===== src/rtl/jace_video_pkg.sv =====
// Shared timing defaults, pipeline latency and cell geometry helper for the
// Jupiter-Ace style character video generator.
package jace_video_pkg;

  localparam int H_TOTAL   = 800;
  localparam int H_ACTIVE  = 640;
  localparam int HS_START  = 656;
  localparam int HS_END    = 752;
  localparam int V_TOTAL   = 525;
  localparam int V_ACTIVE  = 480;
  localparam int VS_START  = 490;
  localparam int VS_END    = 492;
  localparam int COLS      = 32;
  localparam int ROWS      = 24;
  localparam int PIX_REP   = 2;
  localparam int INT_LEN   = 64;

  // Clocks between a cell's address phase and its first pixel on video.
  localparam int FETCH_LAT = 3;

  // CPU contention policy selected by contend_mode.
  typedef enum logic {
    CONTEND_WINDOW = 1'b0,
    CONTEND_SLOT   = 1'b1
  } contend_e;

  // Cell width in clocks (and cell height in lines).
  function automatic int cell_width(input int pix_rep);
    return 8 * pix_rep;
  endfunction

endpackage


===== src/rtl/jace_video_timing.sv =====
// Raster counters, raw (undelayed) sync/blank, display-window enable and
// cell phase for the video generator.
module jace_video_timing
  import jace_video_pkg::*;
#(
  parameter int H_TOTAL_P  = H_TOTAL,
  parameter int H_ACTIVE_P = H_ACTIVE,
  parameter int HS_START_P = HS_START,
  parameter int HS_END_P   = HS_END,
  parameter int V_TOTAL_P  = V_TOTAL,
  parameter int V_ACTIVE_P = V_ACTIVE,
  parameter int VS_START_P = VS_START,
  parameter int VS_END_P   = VS_END,
  parameter int COLS_P     = COLS,
  parameter int ROWS_P     = ROWS,
  parameter int PIX_REP_P  = PIX_REP
) (
  input  logic                                         clk_i,
  input  logic                                         reset_i,
  output logic [$clog2(H_TOTAL_P)-1:0]                 hcnt_o,
  output logic [$clog2(V_TOTAL_P)-1:0]                 vcnt_o,
  output logic [$clog2(cell_width(PIX_REP_P))-1:0]     phase_o,
  output logic                                         viden_o,
  output logic                                         blank_o,
  output logic                                         hsync_o,
  output logic                                         vsync_o,
  output logic                                         vs_line_start_o
);

  localparam int CW = cell_width(PIX_REP_P);
  localparam int HW = $clog2(H_TOTAL_P);
  localparam int VW = $clog2(V_TOTAL_P);
  localparam int PW = $clog2(CW);

  localparam logic [HW-1:0] H_LAST = HW'(H_TOTAL_P - 1);
  localparam logic [HW-1:0] H_ACT  = HW'(H_ACTIVE_P);
  localparam logic [HW-1:0] H_SS   = HW'(HS_START_P);
  localparam logic [HW-1:0] H_SE   = HW'(HS_END_P);
  localparam logic [HW-1:0] H_WIN  = HW'(COLS_P * CW);
  localparam logic [VW-1:0] V_LAST = VW'(V_TOTAL_P - 1);
  localparam logic [VW-1:0] V_ACT  = VW'(V_ACTIVE_P);
  localparam logic [VW-1:0] V_SS   = VW'(VS_START_P);
  localparam logic [VW-1:0] V_SE   = VW'(VS_END_P);
  localparam logic [VW-1:0] V_WIN  = VW'(ROWS_P * CW);

  logic [HW-1:0] hcnt_q, hcnt_d;
  logic [VW-1:0] vcnt_q, vcnt_d;

  // Next raster position: pixel counter wraps at line end and steps the line.
  always_comb begin
    hcnt_d = hcnt_q + 1'b1;
    vcnt_d = vcnt_q;
    if (hcnt_q == H_LAST) begin
      hcnt_d = '0;
      vcnt_d = (vcnt_q == V_LAST) ? '0 : vcnt_q + 1'b1;
    end
  end

  // Raster position registers.
  always_ff @(posedge clk_i) begin
    if (reset_i) begin
      hcnt_q <= '0;
      vcnt_q <= '0;
    end else begin
      hcnt_q <= hcnt_d;
      vcnt_q <= vcnt_d;
    end
  end

  assign hcnt_o          = hcnt_q;
  assign vcnt_o          = vcnt_q;
  assign phase_o         = hcnt_q[PW-1:0];
  assign viden_o         = (hcnt_q < H_WIN) && (vcnt_q < V_WIN);
  assign blank_o         = !((hcnt_q < H_ACT) && (vcnt_q < V_ACT));
  assign hsync_o         = !((hcnt_q >= H_SS) && (hcnt_q < H_SE));
  assign vsync_o         = !((vcnt_q >= V_SS) && (vcnt_q < V_SE));
  assign vs_line_start_o = (hcnt_q == '0) && (vcnt_q == V_SS);

endmodule


===== src/rtl/jace_video_gen.sv =====
// Character-cell video generator: screen/char RAM fetch pipeline, pixel
// shifter, aligned sync outputs, frame interrupt and CPU wait arbitration.
//
// CPU wait: wait_n low tells the CPU its screen/char RAM access must stall;
// the access proceeds in the first clock wait_n is seen high. Fast-alias
// accesses and accesses outside the display window never start a stall.
module jace_video_gen
  import jace_video_pkg::*;
#(
  parameter int H_TOTAL_P  = H_TOTAL,
  parameter int H_ACTIVE_P = H_ACTIVE,
  parameter int HS_START_P = HS_START,
  parameter int HS_END_P   = HS_END,
  parameter int V_TOTAL_P  = V_TOTAL,
  parameter int V_ACTIVE_P = V_ACTIVE,
  parameter int VS_START_P = VS_START,
  parameter int VS_END_P   = VS_END,
  parameter int COLS_P     = COLS,
  parameter int ROWS_P     = ROWS,
  parameter int PIX_REP_P  = PIX_REP,
  parameter int INT_LEN_P  = INT_LEN
) (
  input  logic                                 clk,
  input  logic                                 reset,
  output logic [$clog2(COLS_P*ROWS_P)-1:0]     screen_addr,
  input  logic [7:0]                           screen_data,
  output logic [9:0]                           char_addr,
  input  logic [7:0]                           char_data,
  input  logic                                 global_inv,
  input  logic                                 contend_mode,
  input  logic                                 cpu_vram_req,
  input  logic                                 cpu_fast,
  output logic                                 wait_n,
  output logic                                 int_n,
  output logic                                 video,
  output logic                                 hsync,
  output logic                                 vsync,
  output logic                                 blank
);

  localparam int CW = cell_width(PIX_REP_P);
  localparam int HW = $clog2(H_TOTAL_P);
  localparam int VW = $clog2(V_TOTAL_P);
  localparam int PW = $clog2(CW);
  localparam int AW = $clog2(COLS_P * ROWS_P);
  localparam int IW = $clog2(INT_LEN_P + 1);

  localparam logic [PW-1:0] PH_LATCH = PW'(1);
  localparam logic [PW-1:0] PH_LOAD  = PW'(2);
  localparam logic [PW-1:0] PH_CPU   = PW'(3);

  logic [HW-1:0] hcnt;
  logic [VW-1:0] vcnt;
  logic [PW-1:0] phase;
  logic          viden, blank_raw, hsync_raw, vsync_raw, vs_line_start;

  jace_video_timing #(
    .H_TOTAL_P  (H_TOTAL_P),
    .H_ACTIVE_P (H_ACTIVE_P),
    .HS_START_P (HS_START_P),
    .HS_END_P   (HS_END_P),
    .V_TOTAL_P  (V_TOTAL_P),
    .V_ACTIVE_P (V_ACTIVE_P),
    .VS_START_P (VS_START_P),
    .VS_END_P   (VS_END_P),
    .COLS_P     (COLS_P),
    .ROWS_P     (ROWS_P),
    .PIX_REP_P  (PIX_REP_P)
  ) u_timing (
    .clk_i           (clk),
    .reset_i         (reset),
    .hcnt_o          (hcnt),
    .vcnt_o          (vcnt),
    .phase_o         (phase),
    .viden_o         (viden),
    .blank_o         (blank_raw),
    .hsync_o         (hsync_raw),
    .vsync_o         (vsync_raw),
    .vs_line_start_o (vs_line_start)
  );

  // ---------------------------------------------------------------- fetch
  logic [AW-1:0] addr_now, screen_addr_q;
  logic [2:0]    line;

  assign addr_now = AW'(int'(vcnt >> PW) * COLS_P + int'(hcnt >> PW));
  assign line     = 3'((int'(vcnt) / PIX_REP_P) % 8);

  // Remember the last window address so the screen RAM bus is quiet outside.
  always_ff @(posedge clk) begin
    if (reset)      screen_addr_q <= '0;
    else if (viden) screen_addr_q <= addr_now;
  end

  assign screen_addr = viden ? addr_now : screen_addr_q;
  assign char_addr   = {screen_data[6:0], line};

  logic [7:0]    shift_q, shift_d;
  logic          inv_q, inv_d, inv_pend_q, inv_pend_d;
  logic [PW-1:0] phase_rel;
  logic          shift_en;

  // Pixel boundaries fall every PIX_REP clocks counted from the load phase.
  assign phase_rel = phase - PH_LOAD;
  assign shift_en  = ((int'(phase_rel) % PIX_REP_P) == 0);

  // Capture the inverse bit with the code, then load glyph row and shift out.
  always_comb begin
    shift_d    = shift_q;
    inv_d      = inv_q;
    inv_pend_d = inv_pend_q;
    if (viden && (phase == PH_LATCH)) inv_pend_d = screen_data[7];
    if (viden && (phase == PH_LOAD)) begin
      shift_d = char_data;
      inv_d   = inv_pend_q;
    end else if (shift_en) begin
      shift_d = {shift_q[6:0], 1'b0};
    end
  end

  // Pixel shifter and cell attribute registers.
  always_ff @(posedge clk) begin
    if (reset) begin
      shift_q    <= '0;
      inv_q      <= 1'b0;
      inv_pend_q <= 1'b0;
    end else begin
      shift_q    <= shift_d;
      inv_q      <= inv_d;
      inv_pend_q <= inv_pend_d;
    end
  end

  // ------------------------------------------------------- aligned outputs
  logic [FETCH_LAT-1:0] hs_pipe_q, vs_pipe_q, bl_pipe_q, vid_pipe_q;

  // Delay raster flags by the fetch latency so they line up with pixels.
  always_ff @(posedge clk) begin
    if (reset) begin
      hs_pipe_q  <= '1;
      vs_pipe_q  <= '1;
      bl_pipe_q  <= '0;
      vid_pipe_q <= '0;
    end else begin
      hs_pipe_q  <= {hs_pipe_q[FETCH_LAT-2:0], hsync_raw};
      vs_pipe_q  <= {vs_pipe_q[FETCH_LAT-2:0], vsync_raw};
      bl_pipe_q  <= {bl_pipe_q[FETCH_LAT-2:0], blank_raw};
      vid_pipe_q <= {vid_pipe_q[FETCH_LAT-2:0], viden};
    end
  end

  assign hsync = hs_pipe_q[FETCH_LAT-1];
  assign vsync = vs_pipe_q[FETCH_LAT-1];
  assign blank = bl_pipe_q[FETCH_LAT-1];
  assign video = vid_pipe_q[FETCH_LAT-1] ? (shift_q[7] ^ inv_q ^ global_inv) : 1'b0;

  // ------------------------------------------------------ frame interrupt
  logic [IW-1:0] int_cnt_q, int_cnt_d;

  // Pulse starts on the first clock of the vsync line and runs INT_LEN clocks.
  always_comb begin
    int_cnt_d = int_cnt_q;
    if (vs_line_start)          int_cnt_d = IW'(INT_LEN_P - 1);
    else if (int_cnt_q != '0)   int_cnt_d = int_cnt_q - 1'b1;
  end

  // Interrupt length counter.
  always_ff @(posedge clk) begin
    if (reset) int_cnt_q <= '0;
    else       int_cnt_q <= int_cnt_d;
  end

  assign int_n = !(vs_line_start || (int_cnt_q != '0));

  // ----------------------------------------------------------- CPU wait
  contend_e mode;
  logic     new_req, slot_busy, wait_slot;
  logic     wait_win_q, wait_win_d, wait_slot_q, wait_slot_d;

  assign mode      = contend_e'(contend_mode);
  assign new_req   = cpu_vram_req && !cpu_fast && viden;
  assign slot_busy = (phase < PH_CPU);

  // Window mode stalls until the window ends; slot mode until phase 3.
  always_comb begin
    wait_win_d  = 1'b0;
    wait_slot_d = 1'b0;
    wait_slot   = 1'b0;
    if (mode == CONTEND_SLOT) begin
      wait_slot   = slot_busy && (new_req || wait_slot_q);
      wait_slot_d = wait_slot && (phase != PH_LOAD);
    end else begin
      wait_win_d  = wait_win_q ? viden : new_req;
    end
  end

  // Wait state registers.
  always_ff @(posedge clk) begin
    if (reset) begin
      wait_win_q  <= 1'b0;
      wait_slot_q <= 1'b0;
    end else begin
      wait_win_q  <= wait_win_d;
      wait_slot_q <= wait_slot_d;
    end
  end

  assign wait_n = !(wait_win_q || wait_slot);

endmodule


===== config.mk =====
export PLATFORM = sky130hd
export DESIGN_NAME = jace_video_gen
export DESIGN_NICKNAME = d
export VERILOG_FILES = /design/src/rtl/jace_video_pkg.sv /design/src/rtl/jace_video_timing.sv /design/src/rtl/jace_video_gen.sv
export SDC_FILE = /design/constraint.sdc
export NUM_CORES = 1
export LEC_CHECK = 0
export BUFFER_PORTS_ARGS = -buffer_cell sky130_fd_sc_hd__buf_4
export CORE_UTILIZATION = 50
export CTS_CLUSTER_DIAMETER = 40
export DETAILED_ROUTE_END_ITERATION = 12
export PLACE_DENSITY = 0.77
export SETUP_SLACK_MARGIN = 0.5
export SLEW_MARGIN = 40
export SYNTH_ARGS = -nofsm -noshare
export SYNTH_HDL_FRONTEND = slang
export SYNTH_SLANG_ARGS = --single-unit

===== constraint.sdc =====
create_clock -name clk -period 4.2 [get_ports clk]
set_input_delay 0.42 -clock clk [delete_from_list [all_inputs] [get_ports clk]]
set_output_delay 0.42 -clock clk [all_outputs]
set_load 0.005 [all_outputs]

==> results.sh <==
export IMPL_async_reset_ff_share_pct=0
export IMPL_skew_ps=2.90
export IMPL_die_h_um=79.3
export IMPL_syn_inst=308
export IMPL_final_layout_size_suffix_gt1_share_pct=25.0
export IMPL_rsz0062_at_grt="no"
export IMPL_wl_per_cell_um=13.1
export IMPL_synth_edf_count=0
export IMPL_routed_wl_mm=5.28
export IMPL_cp_buffers_inverters=1
export IMPL_synth_seq_cells=61
export IMPL_portBuffers=33
export IMPL_hold_viol=0
export IMPL_post_dp_hpwl_mm=3.49
export IMPL_r2r_cells=5
export IMPL_netlist_area_sq_mm=0.00298
export IMPL_dp_slack_ps=1750
export IMPL_whs_path_depth=2
export IMPL_clk_latency_ps=340
export IMPL_cp_slowest_cell="dfxtp_1"
export IMPL_avgSynthCellArea_sq_um=9.69
export IMPL_p_leak_nw=1.37
export IMPL_start_util_pct=52.9
export IMPL_ys_top_cells_by_area="dfxtp_1 41%, nor2_1 5.0%, xnor2_1 4.7%, ha_1 4.2%, mux2i_1 4.0%"
export IMPL_vdd_ir_drop_max_uv=349
export IMPL_fillCellCount=478
export IMPL_yosysMostFrequentCell="dfxtp_1"
export IMPL_post_cts_setup_buffers=0
export IMPL_vias_per_cell=5.26
export IMPL_start_kind="flip-flop"
export IMPL_ant_nets=0
export IMPL_yosysWarnings=0
export IMPL_clockBufferDepth=2
export IMPL_num_rows=27
export IMPL_htree_levels=3
export IMPL_dieArea_sq_mm=0.00628
export IMPL_drc=0
export IMPL_endpoint_kind="primary output"
export IMPL_critical_path_required_ps=3780
export IMPL_slew_viol_final=0
export IMPL_slowest_delay_ps=570
export IMPL_final_cells=404
export IMPL_vias=2126
export IMPL_antenna_found_initial=0
export IMPL_place_inst=388
export IMPL_maxCapViolCount=0
export IMPL_fin_hold_ws_ps=249
export IMPL_diodes=0
export IMPL_grt_use_total_pct=18.3
export IMPL_synthTopCellsByCount="61 x dfxtp_1, 40 x nor2_1, 16 x nor2b_1, 16 x xnor2_1, 15 x nand3_1"
export IMPL_min_path_type="input pin to flip-flop"
export IMPL_maxSlewHeadroom_pct=58.4
export IMPL_syn_num_nets=340
export IMPL_yosysSeqAreaShare_pct=40.9
export IMPL_grt_pass1_vias=1977
export IMPL_synthDistinctLibCells=54
export IMPL_place_congestion=0.828
export IMPL_cp_max_fo=10
export IMPL_grt_max_degree=51
export IMPL_cts_tree="built"
export IMPL_drt_iter0_drc=93
export IMPL_final_nets=359
export IMPL_path_common_cell="nand4_2"
export IMPL_status="complete, no violations"
export IMPL_arrival_ps=2150
export IMPL_synth_area_leader_cell="dfxtp_1"
export IMPL_cts_made_buffers=9
export IMPL_cp_depth=5
export IMPL_fin_ws_ps=1630
export IMPL_post_route_period_util_pct=61.1
export IMPL_fin_tns_setup_ps=0
export IMPL_critPathTopFamily="simple AND/OR/NAND/NOR gates"
export IMPL_min_period_ps=2570
export IMPL_path_clk_slew_ps=70
export IMPL_crit_chain="nand4_2, nor4b_2, nand4_2, nor2b_1, buf_4"
export IMPL_cts_hold_fix_buffers=0
export IMPL_clock_fmax_mhz=390
export IMPL_grt_pass1_wl_mm=8.82
export IMPL_cts_root_buf="clkbuf_8"
export IMPL_ys_flop_type="dfxtp_1"
export IMPL_grt_overflow_total=0
export IMPL_worst_pin_slew_ps=623
export IMPL_pwr_density_cell_mw_per_mm2=425
export IMPL_cts_sinks=61
export IMPL_fp_dieW_um=79.3
export IMPL_critPathKind="flip-flop to primary output"
export IMPL_setup_viol=0
export IMPL_num_io_pins=48
export IMPL_syn2layout_area_growth_pct=13.2
export IMPL_cts_resized_gates=0
export IMPL_netlist_area_leader_share_pct=40.9
export IMPL_coreArea_sq_mm=0.00564
export IMPL_utilization_pct=59.9
export IMPL_drt_pass1_iterations=4
-- layer usage --
metal / global-route usage (%) / share of wire (%) / vias up
li1: - / - / 1082
met1: 20.4 / 46 / 1002
met2: 30.6 / 49 / 36
met3: 7.24 / 3.9 / 6
met4: 7.82 / 1.1 / 0
met5: 0 / 0 / -
-- cells in the final DEF (no fill, tap or decap), drive strengths merged, types with 2 or more instances in the layout --
master / Yosys / routed
dfxtp: 61 / 61
nor2: 40 / 40
buf: 20 / 34
nor2b: 16 / 16
xnor2: 16 / 16
nand3: 16 / 16
clkbuf: 6 / 13
a21oi: 13 / 13
inv: 12 / 12
mux2i: 12 / 12
nand2: 11 / 11
ha: 10 / 10
mux2: 10 / 10
nor4: 9 / 9
a211oi: 8 / 8
nor3: 6 / 6
nand4: 6 / 6
or2: 5 / 5
a31oi: 4 / 4
and2b: 3 / 3
xor2: 2 / 2
and2: 2 / 2
nand4bb: 2 / 2
nor4b: 2 / 2
nand3b: 2 / 2
nand2b: 2 / 2
a2111oi: 2 / 2
-- per-stage QoR --
stage	instance area [sq um]	power, mW
4_1_cts	3380	1.45
6_report	3380	1.44
2_1_floorplan	2980	0.855
3_3_place_gp	3150	0.895
3_5_place_dp	3170	0.905
5_1_grt	3380	1.51
-- flip-flops by register name, summed over array words and instances (netlist names) --
name / count
screen_addr_q: 10
u_timing.hcnt_o: 10
u_timing.vcnt_o: 10
shift_q: 8
int_cnt_q: 7
bl_pipe_q: 3
hs_pipe_q: 3
vid_pipe_q: 3
vs_pipe_q: 3
inv_pend_q: 1
inv_q: 1
wait_slot_q: 1
wait_win_q: 1
-- cells by family after synthesis --
group,share of synthesized area (%)
AO/OA/AOI/OAI,7.67
AND/OR/NAND/NOR,26.7
XOR/XNOR,5.28
adder cells (fa/ha/maj),4.19
flip-flops,40.9
buffers and inverters,7.21
multiplexers,8.05
-- cell type report --
cell class	instances	area [sq um]	area share, %
Tap cell	72	90.1	2.67
Inverter	12	45.0	1.33
Multi-Input combinational cell	209	1550	45.8
Clock inverter	3	42.5	1.26
Clock buffer	13	169	5.00
Timing Repair Buffer	34	263	7.78
Sequential cell	61	1220	36.1
-- power by group --
part           switching [mW]  total (mW)  leakage, nW  internal (mW)
logic                   0.109       0.237        0.768          0.128
clock network           0.222       0.543        0.106          0.322
registers              0.0371       0.656        0.496          0.619
total                   0.368        1.44         1.37           1.07
-- final timing paths --
kind	startpoint	end	slack (ps)
worst max-delay path	u_timing.vcnt_o[7]	int_n	1630
worst max register to register	u_timing.hcnt_o[0]	u_timing.vcnt_o[9]	1710
worst min-delay path	contend_mode	wait_win_q	250
worst min register to register	vs_pipe_q[1]	vs_pipe_q[2]	410
(Power assumes the default switching activity.)
